<file path="src/rtl/pc_branch_sequencer_pkg.sv">
// Shared definitions for the multicycle MIPS PC / branch sequencer.
//   state_t : branch sequencer FSM states
//   BR_*    : encodings of br_kind / PCWriteCondMux (condition mux select)
package mips_pc_pkg;

    typedef enum logic [1:0] {
        IDLE    = 2'd0,
        SETUP   = 2'd1,
        RESOLVE = 2'd2,
        DONE    = 2'd3
    } state_t;

    localparam logic [1:0] BR_NZ = 2'b00;  // bne: branch when result not zero
    localparam logic [1:0] BR_Z  = 2'b01;  // beq: branch when result zero
    localparam logic [1:0] BR_GT = 2'b10;  // bgt: branch when greater
    localparam logic [1:0] BR_OR = 2'b11;  // or-condition

endpackage

</file>
<file path="src/rtl/pc_branch_sequencer_sat_counter.sv">
// Saturating up-counter used for the debug branch statistics.
// Ports:
//   clk   : clock, all updates on rising edge
//   clear : synchronous clear to zero (takes priority over inc)
//   inc   : count up by one, holding at all-ones
//   count : current value
module sat_counter #(
    parameter int CNT_W = 16
) (
    input  logic             clk,
    input  logic             clear,
    input  logic             inc,
    output logic [CNT_W-1:0] count
);

    localparam logic [CNT_W-1:0] ONE = {{(CNT_W-1){1'b0}}, 1'b1};
    localparam logic [CNT_W-1:0] MAX = {CNT_W{1'b1}};

    always_ff @(posedge clk) begin
        if (clear) begin
            count <= '0;
        end else if (inc && (count != MAX)) begin
            count <= count + ONE;
        end
    end

endmodule

</file>
<file path="src/rtl/pc_branch_sequencer.sv">
// Program counter owner and conditional-branch sequencer for the multicycle
// MIPS datapath. Performs unconditional PC writes (fetch PC+4, jumps) and
// steps conditional branches through SETUP/RESOLVE so the ALU flags and the
// condition mux have a full cycle to settle before the condition is sampled.
// Ports:
//   clk, reset          : clock, synchronous active-high reset
//   start, br_kind      : branch request and condition select
//   branch_target       : branch target, captured with start
//   pc_inc, pc_seq      : unconditional write of the sequential PC
//   jump, jump_target   : unconditional write of the jump address
//   PCWriteFio          : condition mux result (bit 0 only)
//   PCWriteCondMux      : condition mux select
//   pc                  : program counter
//   busy, done, taken   : branch status (busy in SETUP/RESOLVE, done pulse)
//   protocol_err        : sticky illegal-request flag
//   branch_count        : resolved branches (saturating)
//   taken_count         : taken branches (saturating)
module pc_branch_sequencer
    import mips_pc_pkg::*;
#(
    parameter logic [31:0] RESET_PC = 32'h0000_0000,
    parameter int          CNT_W    = 16
) (
    input  logic             clk,
    input  logic             reset,
    input  logic             start,
    input  logic [1:0]       br_kind,
    input  logic [31:0]      branch_target,
    input  logic             pc_inc,
    input  logic [31:0]      pc_seq,
    input  logic             jump,
    input  logic [31:0]      jump_target,
    input  logic [31:0]      PCWriteFio,
    output logic [1:0]       PCWriteCondMux,
    output logic [31:0]      pc,
    output logic             busy,
    output logic             done,
    output logic             taken,
    output logic             protocol_err,
    output logic [CNT_W-1:0] branch_count,
    output logic [CNT_W-1:0] taken_count
);

    state_t      state;
    logic [1:0]  sel_q;
    logic [31:0] tgt_q;

    // Only bit 0 of the condition mux result carries information.
    logic cond;
    logic unused_fio;
    assign cond       = PCWriteFio[0];
    assign unused_fio = ^PCWriteFio[31:1];

    logic any_req;
    assign any_req = start | jump | pc_inc;

    always_ff @(posedge clk) begin
        if (reset) begin
            state          <= IDLE;
            pc             <= RESET_PC;
            PCWriteCondMux <= 2'b00;
            sel_q          <= 2'b00;
            tgt_q          <= '0;
            busy           <= 1'b0;
            done           <= 1'b0;
            taken          <= 1'b0;
            protocol_err   <= 1'b0;
        end else begin
            done <= 1'b0;
            unique case (state)
                IDLE: begin
                    if (start) begin
                        sel_q          <= br_kind;
                        tgt_q          <= branch_target;
                        // Present the select already in SETUP so the mux
                        // output is stable for the whole of SETUP.
                        PCWriteCondMux <= br_kind;
                        busy           <= 1'b1;
                        state          <= SETUP;
                        // A jump or fetch colliding with start is dropped.
                        if (jump || pc_inc) begin
                            protocol_err <= 1'b1;
                        end
                    end else if (jump) begin
                        pc <= jump_target;
                    end else if (pc_inc) begin
                        pc <= pc_seq;
                    end
                end
                SETUP: begin
                    PCWriteCondMux <= sel_q;
                    state          <= RESOLVE;
                    if (any_req) begin
                        protocol_err <= 1'b1;
                    end
                end
                RESOLVE: begin
                    if (cond) begin
                        pc <= tgt_q;
                    end
                    taken <= cond;
                    busy  <= 1'b0;
                    done  <= 1'b1;
                    state <= DONE;
                    if (any_req) begin
                        protocol_err <= 1'b1;
                    end
                end
                DONE: begin
                    state <= IDLE;
                    if (any_req) begin
                        protocol_err <= 1'b1;
                    end
                end
                default: state <= IDLE;
            endcase
        end
    end

    // Statistics update on the resolving edge; reset clears them even if a
    // branch was mid-resolve.
    logic resolving;
    assign resolving = (state == RESOLVE);

    sat_counter #(.CNT_W(CNT_W)) u_branch_cnt (
        .clk   (clk),
        .clear (reset),
        .inc   (resolving),
        .count (branch_count)
    );

    sat_counter #(.CNT_W(CNT_W)) u_taken_cnt (
        .clk   (clk),
        .clear (reset),
        .inc   (resolving & cond),
        .count (taken_count)
    );

endmodule

</file>
<file path="config.mk">
export PLATFORM = sky130hd
export DESIGN_NAME = pc_branch_sequencer
export DESIGN_NICKNAME = d
export VERILOG_FILES = /design/src/rtl/pc_branch_sequencer_pkg.sv /design/src/rtl/pc_branch_sequencer_sat_counter.sv /design/src/rtl/pc_branch_sequencer.sv
export SDC_FILE = /design/constraint.sdc
export NUM_CORES = 1
export LEC_CHECK = 0
export BUFFER_PORTS_ARGS = -buffer_cell sky130_fd_sc_hd__buf_2
export CAP_MARGIN = 20
export CELL_PAD_IN_SITES_DETAIL_PLACEMENT = 0
export CELL_PAD_IN_SITES_GLOBAL_PLACEMENT = 2
export CORE_ASPECT_RATIO = 1.4
export CORE_MARGIN = 2
export CORE_UTILIZATION = 26
export DETAILED_ROUTE_END_ITERATION = 8
export GPL_TIMING_DRIVEN = 0
export HOLD_SLACK_MARGIN = 0.15
export PLACE_DENSITY_LB_ADDON = 0.12
export SLEW_MARGIN = 25
export SYNTH_ARGS = -nofsm -noshare
export SYNTH_HDL_FRONTEND = slang
export SYNTH_SLANG_ARGS = --single-unit
</file>
<file path="constraint.sdc">
create_clock -name clk -period 2.2 [get_ports clk]
set_clock_uncertainty 0.05 [all_clocks]
set_input_delay 0.66 -clock clk [delete_from_list [all_inputs] [get_ports clk]]
set_output_delay 0.66 -clock clk [all_outputs]
set_load 0.02 [all_outputs]
</file>
==> metrics.md, run 1 <==
| Metric | Value |
|---|---|
| Total number of vias | `4906` |
| Worst skew pair latency | `0.35 ns` |
| Slew Limit Fails | `0` |
| Seq/Total Area, Yosys | `between 40% and 50%` |
| Vias per cell | `4.80` |
| CTS H-tree depth | `3` |
| Ys Warns | `0` |
| Worst Path Buf+Inv | `3` |
| Final Util | `a little over a third` |
| Most area-consuming cells after synthesis | `dfxtp_1, nand2_1, a21oi_1` |
| Yosys top cell area share | `43.2%` |
| Synth cell types | `47` |
| Post-Syn Instances | `~600` |
| Drt first-iter violations | `slightly below 200` |
| Max-cap violations | `0` |
| Register area | `~2100 µm²` |
| Synthesized area per cell | `8.29 µm²` |
| Slack of the critical path | `0.108 ns` |
| Avg WL per Cell | `approximately 16 µm` |
| Crit path max fanout | `10` |
| Slowest stage delay, CP | `0.32 ns` |
| Area occupied by multi-input gates | `2630 µm²` |
| Drt first pass iters | `4` |
| Crit path kind | `reg -> reg` |
| Overflow after GRT | `0` |
| Final period util | `95.1%` |
| TNS Setup | `0 ns` |
| CTS Buf Count | `9` |
| Post-Place Setup Slack | `-0.299 ns` |
| Ports | `205` |
| CP endpoint kind | `flop` |
| Die span in y | `167 µm` |
| Clk pin slew, worst setup/hold paths | `0.07 ns` |
| Family with the most delay on the worst path | `buffers and inverters` |
| HP Class | `reg -> reg` |
| Clk sinks | `between 100 and 150` |
| Slew headroom | `a little under three fifths` |
| # DRC | `0` |
| Clk root buf | `clkbuf_16` |
| Yosys reg bits | `106` |
| Ys async rst share | `0%` |
| Leakage | `0.00280 µW` |
| Total Power | `approximately 7400 µW` |
| Sum of routed wire segments on met1 | `6840 µm` |
| Placer congestion estimate | `0.804` |
| Min cycle time layout | `2.09 ns` |
| Routed wire length | `16600 µm` |
| Nets@finish | `916` |
| Vias in the first global route | `4932` |
| Final hold vios | `0` |
| Worst-margin pin slew | `0.653 ns` |
| Row count | `59` |
| Critical Path, Cell by Cell | `inv_1, ha_2, buf_4, and2_4, o41ai_4, buf_6, nor4_4, mux2_4` |
| Syn Std Cell Area | `4920 µm²` |
| Outcome | `finished clean` |
| PwrDens | `1150 nW/µm²` |
| FILL cells | `between 2000 and 2500` |
| Startpoint types | `flop` |
| Crit path max-delay cell type | `mux2_4` |
| Gr usage total | `16.6%` |
| Antenna-violating nets left | `0` |
| Final Setup Violations | `0` |
| Post-synth top cells | `nand2_1, dfxtp_1, a21oi_1` |
| Syn_nets | `734` |
| Routed wl met2 | `8560 µm` |
| Global-route wire length before repair | `26100 µm` |
| CTS max path bufs | `2` |
| Length of routed met3 wiring | `836 µm` |
| Layout cell share with drive strength beyond 1 | `28.8%` |
| Worst hold margin | `a little over 0.4 ns` |
| DIE AREA | `about 20000 µm²` |
| Ant diodes | `0` |
| Most frequent cell after synthesis | `nand2_1` |
| RSZ-0062 raised after global routing | `false` |
| Port buffer count | `171` |
| Number of synthesized flops with an enable pin | `0` |
| Chip Width | `120 µm` |
| Post-DP HPWL | `12800 µm` |
| Max layer used | `met5` |
| Critical path arrival | `roughly 2.3 ns` |
| Synth area leader | `dfxtp_1` |
| Fmax | `between 0.4 and 0.5 GHz` |
| Core ar. | `18600 µm²` |
| Peak supply drop | `0.489 mV` |
| CTS tree | `done` |
| Area Overhead vs Synth | `31.3%` |
| Initial core utilization | `26.4%` |
| Critical Path RT | `2.39 ns` |
| Initial antenna violation count | `2` |
| Top_reg_cell synth | `dfxtp_1` |
| Largest net degree at the start of global routing | `16` |
final cells by class:
| cell class | count | area share [%] |
|---|---|---|
| well taps | 244 | 4.73 |
| plain buffers | 39 | 3.08 |
| inverters | 8 | 0.465 |
| clock buffers | 11 | 3.76 |
| clock inverters | 3 | 1.01 |
| flip-flops and latches | 106 | 32.9 |
| repair buffers | 172 | 13.4 |
| multi-input cells | 439 | 40.7 |
worst min-delay path, stage by stage, from the launching register on:
cell	delay, ns
dfxtp_1	0.31
nand2_1	0.05
a21oi_1	0.05
final timing paths:
| kind | startpoint | end | slack [ns] | cells after the start |
|---|---|---|---|---|
| worst min register to register | tgt_q[19] | tgt_q[19] | 0.41 | 2 |
| worst min-delay path | tgt_q[19] | tgt_q[19] | 0.41 | 2 |
| worst max register to register | state[0] | u_taken_cnt.count[14] | 0.11 | 8 |
| worst max-delay path | state[0] | u_taken_cnt.count[14] | 0.11 | 8 |
layout by cell type (no fill, tap or decap), types with 4 or more instances in the layout:
cell type,n
nor3_1,4
nand2_1,144
or3_1,14
o21ai_1,8
nand3_1,8
o21ai_0,6
ha_1,4
nor2_1,22
mux2i_1,38
clkbuf_1,22
dfxtp_1,106
o211ai_1,32
nand4_1,10
or4_1,8
buf_2,178
clkbuf_2,4
clkbuf_16,9
inv_1,8
a21oi_1,89
o31ai_1,7
through the flow:
step,cell area (µm²),std cells
after CTS,6400,1021
after floorplan,4920,593
after global placement,6080,1008
after global routing,6460,1022
final,6460,1022
after detailed placement,6080,1008
registers in the layout, summed over array words and instances (netlist names):
register	count
PCWriteCondMux	2
tgt_q	32
taken	1
busy	1
u_branch_cnt.count	16
u_taken_cnt.count	16
pc	32
sel_q	2
state	2
done	1
protocol_err	1
power by group:
part | switching (µW) | internal [µW]
Combinational | 1980 | 1070
Clock | 726 | 1020
Sequential | 263 | 2380
Total | 2960 | 4460
metal layers:
| layer | vias to the layer above | track usage (%) |
|---|---|---|
| li1 | 2462 | - |
| met1 | 2295 | 19.2 |
| met2 | 125 | 29.9 |
| met3 | 20 | 3.39 |
| met4 | 4 | 6.37 |
| met5 | - | 0 |
timing repair:
| item | in CTS | in global routing |
|---|---|---|
| hold buffers | 0 | 0 |
| pin swaps | 0 | 1 |
| setup endpoints to repair | 37 | 33 |
| setup buffers | 0 | 1 |
| resized for setup | 9 | 12 |
logic make-up (layout without fill, tap and decap cells):
family,count (synthesis),after routing,share of synthesized area [%]
AND/OR/NAND/NOR,234,234,22.7
AO/OA/AOI/OAI,154,154,18.9
flip-flops,106,106,43.2
buffers and inverters,48,233,4.40
multiplexers,42,42,8.70
adder cells (fa/ha/maj),6,6,1.53
XOR/XNOR,3,3,0.534
(Power assumes the default switching activity.)
==> run 2, diff against run 1 <==
--- a/config.mk
+++ b/config.mk
@@ -11,7 +11,7 @@
 export CELL_PAD_IN_SITES_GLOBAL_PLACEMENT = 2
 export CORE_ASPECT_RATIO = 1.4
 export CORE_MARGIN = 2
-export CORE_UTILIZATION = 26
+export CORE_UTILIZATION = 24
 export DETAILED_ROUTE_END_ITERATION = 8
 export GPL_TIMING_DRIVEN = 0
 export HOLD_SLACK_MARGIN = 0.15
==> constraint.sdc (replaced) <==
create_clock -name clk -period 1.8 [get_ports clk]
set_clock_uncertainty 0.05 [all_clocks]
set_input_delay 0.54 -clock clk [delete_from_list [all_inputs] [get_ports clk]]
set_output_delay 0.54 -clock clk [all_outputs]
set_load 0.02 [all_outputs]
==> run 2 against run 1 <==
Compared with the run above: the run now ends with setup timing left; wire length increased by 5.6%; largest cell class unchanged; combinational power is 48% higher; count of clock-buffer cells in the layout is 2 lower; sequential share of layout area shrank 1.7 points; sequential cell count stayed put; register-to-register slack worse by 0.14 ns; sequential power is 23% higher; cell area increased by 7.7%; die area is 8.1% higher; power is 30% higher.
==> metrics.md, run 2 (synthesis gave the netlist of run 1 again) <==
| Metric | Value |
|---|---|
| Startpoint types | `flop` |
| Drt first-iter violations | `223 (+16%)` |
| Final Setup Violations | `4 (+4)` |
| Initial antenna violation count | `2 (unchanged)` |
| Most common cell after layout, fill and taps aside | `buf_2` |
| CP endpoint kind | `flop` |
| PwrDens | `1390 nW/µm² (+21%)` |
| Outcome | `complete, but fails checks` |
| CTS Hold Buffers Added | `0 (unchanged)` |
| Slack of the critical path | `-0.0276 ns (-0.135 ns)` |
| Routed wire length | `17500 µm (+5.6%)` |
| Die span in y | `173 µm (+4.0%)` |
| Peak supply drop | `0.568 mV (+16%)` |
| Port buffer count | `171 (unchanged)` |
| Clk sinks | `106 (unchanged)` |
| Ports | `205 (unchanged)` |
| Chip Width | `125 µm (+4.0%)` |
| Slew Limit Fails | `0 (unchanged)` |
| CTS max path bufs | `2 (unchanged)` |
| Crit path max fanout | `5 (-5)` |
| Ant diodes | `0 (unchanged)` |
| Gr usage total | `15.7% (-0.97 points)` |
| Slew headroom | `62.0% (+5.6 points)` |
| Clk pin slew, worst setup/hold paths | `0.07 ns (about the same)` |
| Avg WL per Cell | `16.5 µm (+1.8%)` |
| Antenna-violating nets left | `0 (unchanged)` |
| Area post-placement | `6130 µm² (+0.84%)` |
| CTS H-tree depth | `3 (unchanged)` |
| Biggest regs | `pc x32, tgt_q x32` |
| Worst-margin pin slew | `0.570 ns (-0.0839 ns)` |
| Drt first pass iters | `4 (unchanged)` |
| # DRC | `0 (unchanged)` |
| Post-route cell area | `6960 µm² (+7.7%)` |
| CTS tree | `done` |
| Post-Place Setup Slack | `-0.621 ns (-0.322 ns)` |
| Nets@finish | `940 (+2.6%)` |
| Min cycle time layout | `1.83 ns (-0.265 ns)` |
| Vias in the first global route | `4927 (-0.10%)` |
| Crit path kind | `reg -> reg` |
| Final period util | `102% (+6.4 points)` |
| Row count | `62 (+5.1%)` |
| RSZ-0062 raised after global routing | `true` |
| Commonest cells after routing, fill and taps aside | `buf_2, nand2_1, a21oi_1` |
| CTS Buf Count | `9 (unchanged)` |
| Fmax | `0.547 GHz (+14%)` |
| Leakage | `0.00299 µW (+6.8%)` |
| DIE AREA | `21700 µm² (+8.1%)` |
| Initial core utilization | `24.2% (-2.2 points)` |
| Total number of vias | `4984 (+1.6%)` |
| Final hold vios | `0 (unchanged)` |
| Violated checks | `setup timing` |
| Vias per cell | `4.70 (-2.1%)` |
| Clk root buf | `clkbuf_16` |
| Total Power | `9670 µW (+30%)` |
| Critical path arrival | `2.01 ns (-0.28 ns)` |
| Core ar. | `20300 µm² (+9.3%)` |
| Overflow after GRT | `0 (unchanged)` |
| Largest net degree at the start of global routing | `19 (+3)` |
| HP Class | `in -> reg` |
| Critical Path RT | `1.99 ns (-0.40 ns)` |
| Global-route wire length before repair | `26800 µm (+2.4%)` |
| Layout cell share with drive strength beyond 1 | `38.8% (+10 points)` |
| Worst skew pair latency | `0.35 ns (about the same)` |
| Max-cap violations | `0 (unchanged)` |
| Placer congestion estimate | `0.742 (-7.8%)` |
| Post-DP HPWL | `13000 µm (+1.3%)` |
| Area Overhead vs Synth | `41.5%` |
run 2: worst paths after layout:
path                             start              endpoint  slack (ns)  cells after the start
setup reg to reg  u_taken_cnt.count[0]  u_taken_cnt.count[1]       -0.03                      7
setup / recovery  u_taken_cnt.count[0]  u_taken_cnt.count[1]       -0.03                      7
hold / removal        branch_target[1]              tgt_q[1]        0.37                      3
hold reg to reg                 pc[16]                pc[16]        0.40                      2
run 2: layout make-up:
class | count | area, µm²
inverters | 8 | 32.5
plain buffers | 38 | 265
flip-flops and latches | 106 | 2170
repair buffers | 197 | 1100
clock inverters | 7 | 53.8
multi-input cells | 439 | 2790
clock buffers | 9 | 225
fillers | 2247 | 13400
well taps | 256 | 320
run 2: through the flow:
| stage | TNS [ns] | utilization, % | hold slack [ns] | std cells |
|---|---|---|---|---|
| detailed placement | -38.38 | 30.2 | 0.394 | 1020 |
| finish | -0.0557 | 34.2 | 0.367 | 1060 |
| floorplan | -0.0172 | - | 0.386 | 593 |
| global route | -2.16 | 34.2 | 0.361 | 1060 |
| CTS | -0.729 | 33.2 | 0.353 | 1054 |
| global placement | -36.97 | 30.2 | 0.393 | 1020 |
run 2: what timing repair did:
action	CTS	global route
pin swaps	27	19
setup endpoints to repair	82	89
gates resized for setup	51	65
gates cloned	2	2
buffers inserted	17	7
run 2: power by group:
group / leakage [µW] / switching, µW / internal, µW
Combinational: 0.00198 / 2620 / 1870
Clock: 0.000128 / 970 / 951
Sequential: 0.000879 / 339 / 2920
Total: 0.00299 / 3930 / 5740
run 2: critical path: stages (launching register included):
cell	delay, ns
dfxtp_4	0.36
ha_4	0.13
nand4_1	0.14
o41ai_4	0.44
buf_6	0.21
buf_12	0.13
mux2i_1	0.19
nor2_1	0.05
run 2: per-layer routing:
layer	global-route usage, %	wire length [µm]	up-vias
met4	5.51	207	2
li1	-	-	2521
met1	18.4	7250	2335
met5	0	7	-
met3	3.12	841	14
met2	28.2	9200	112
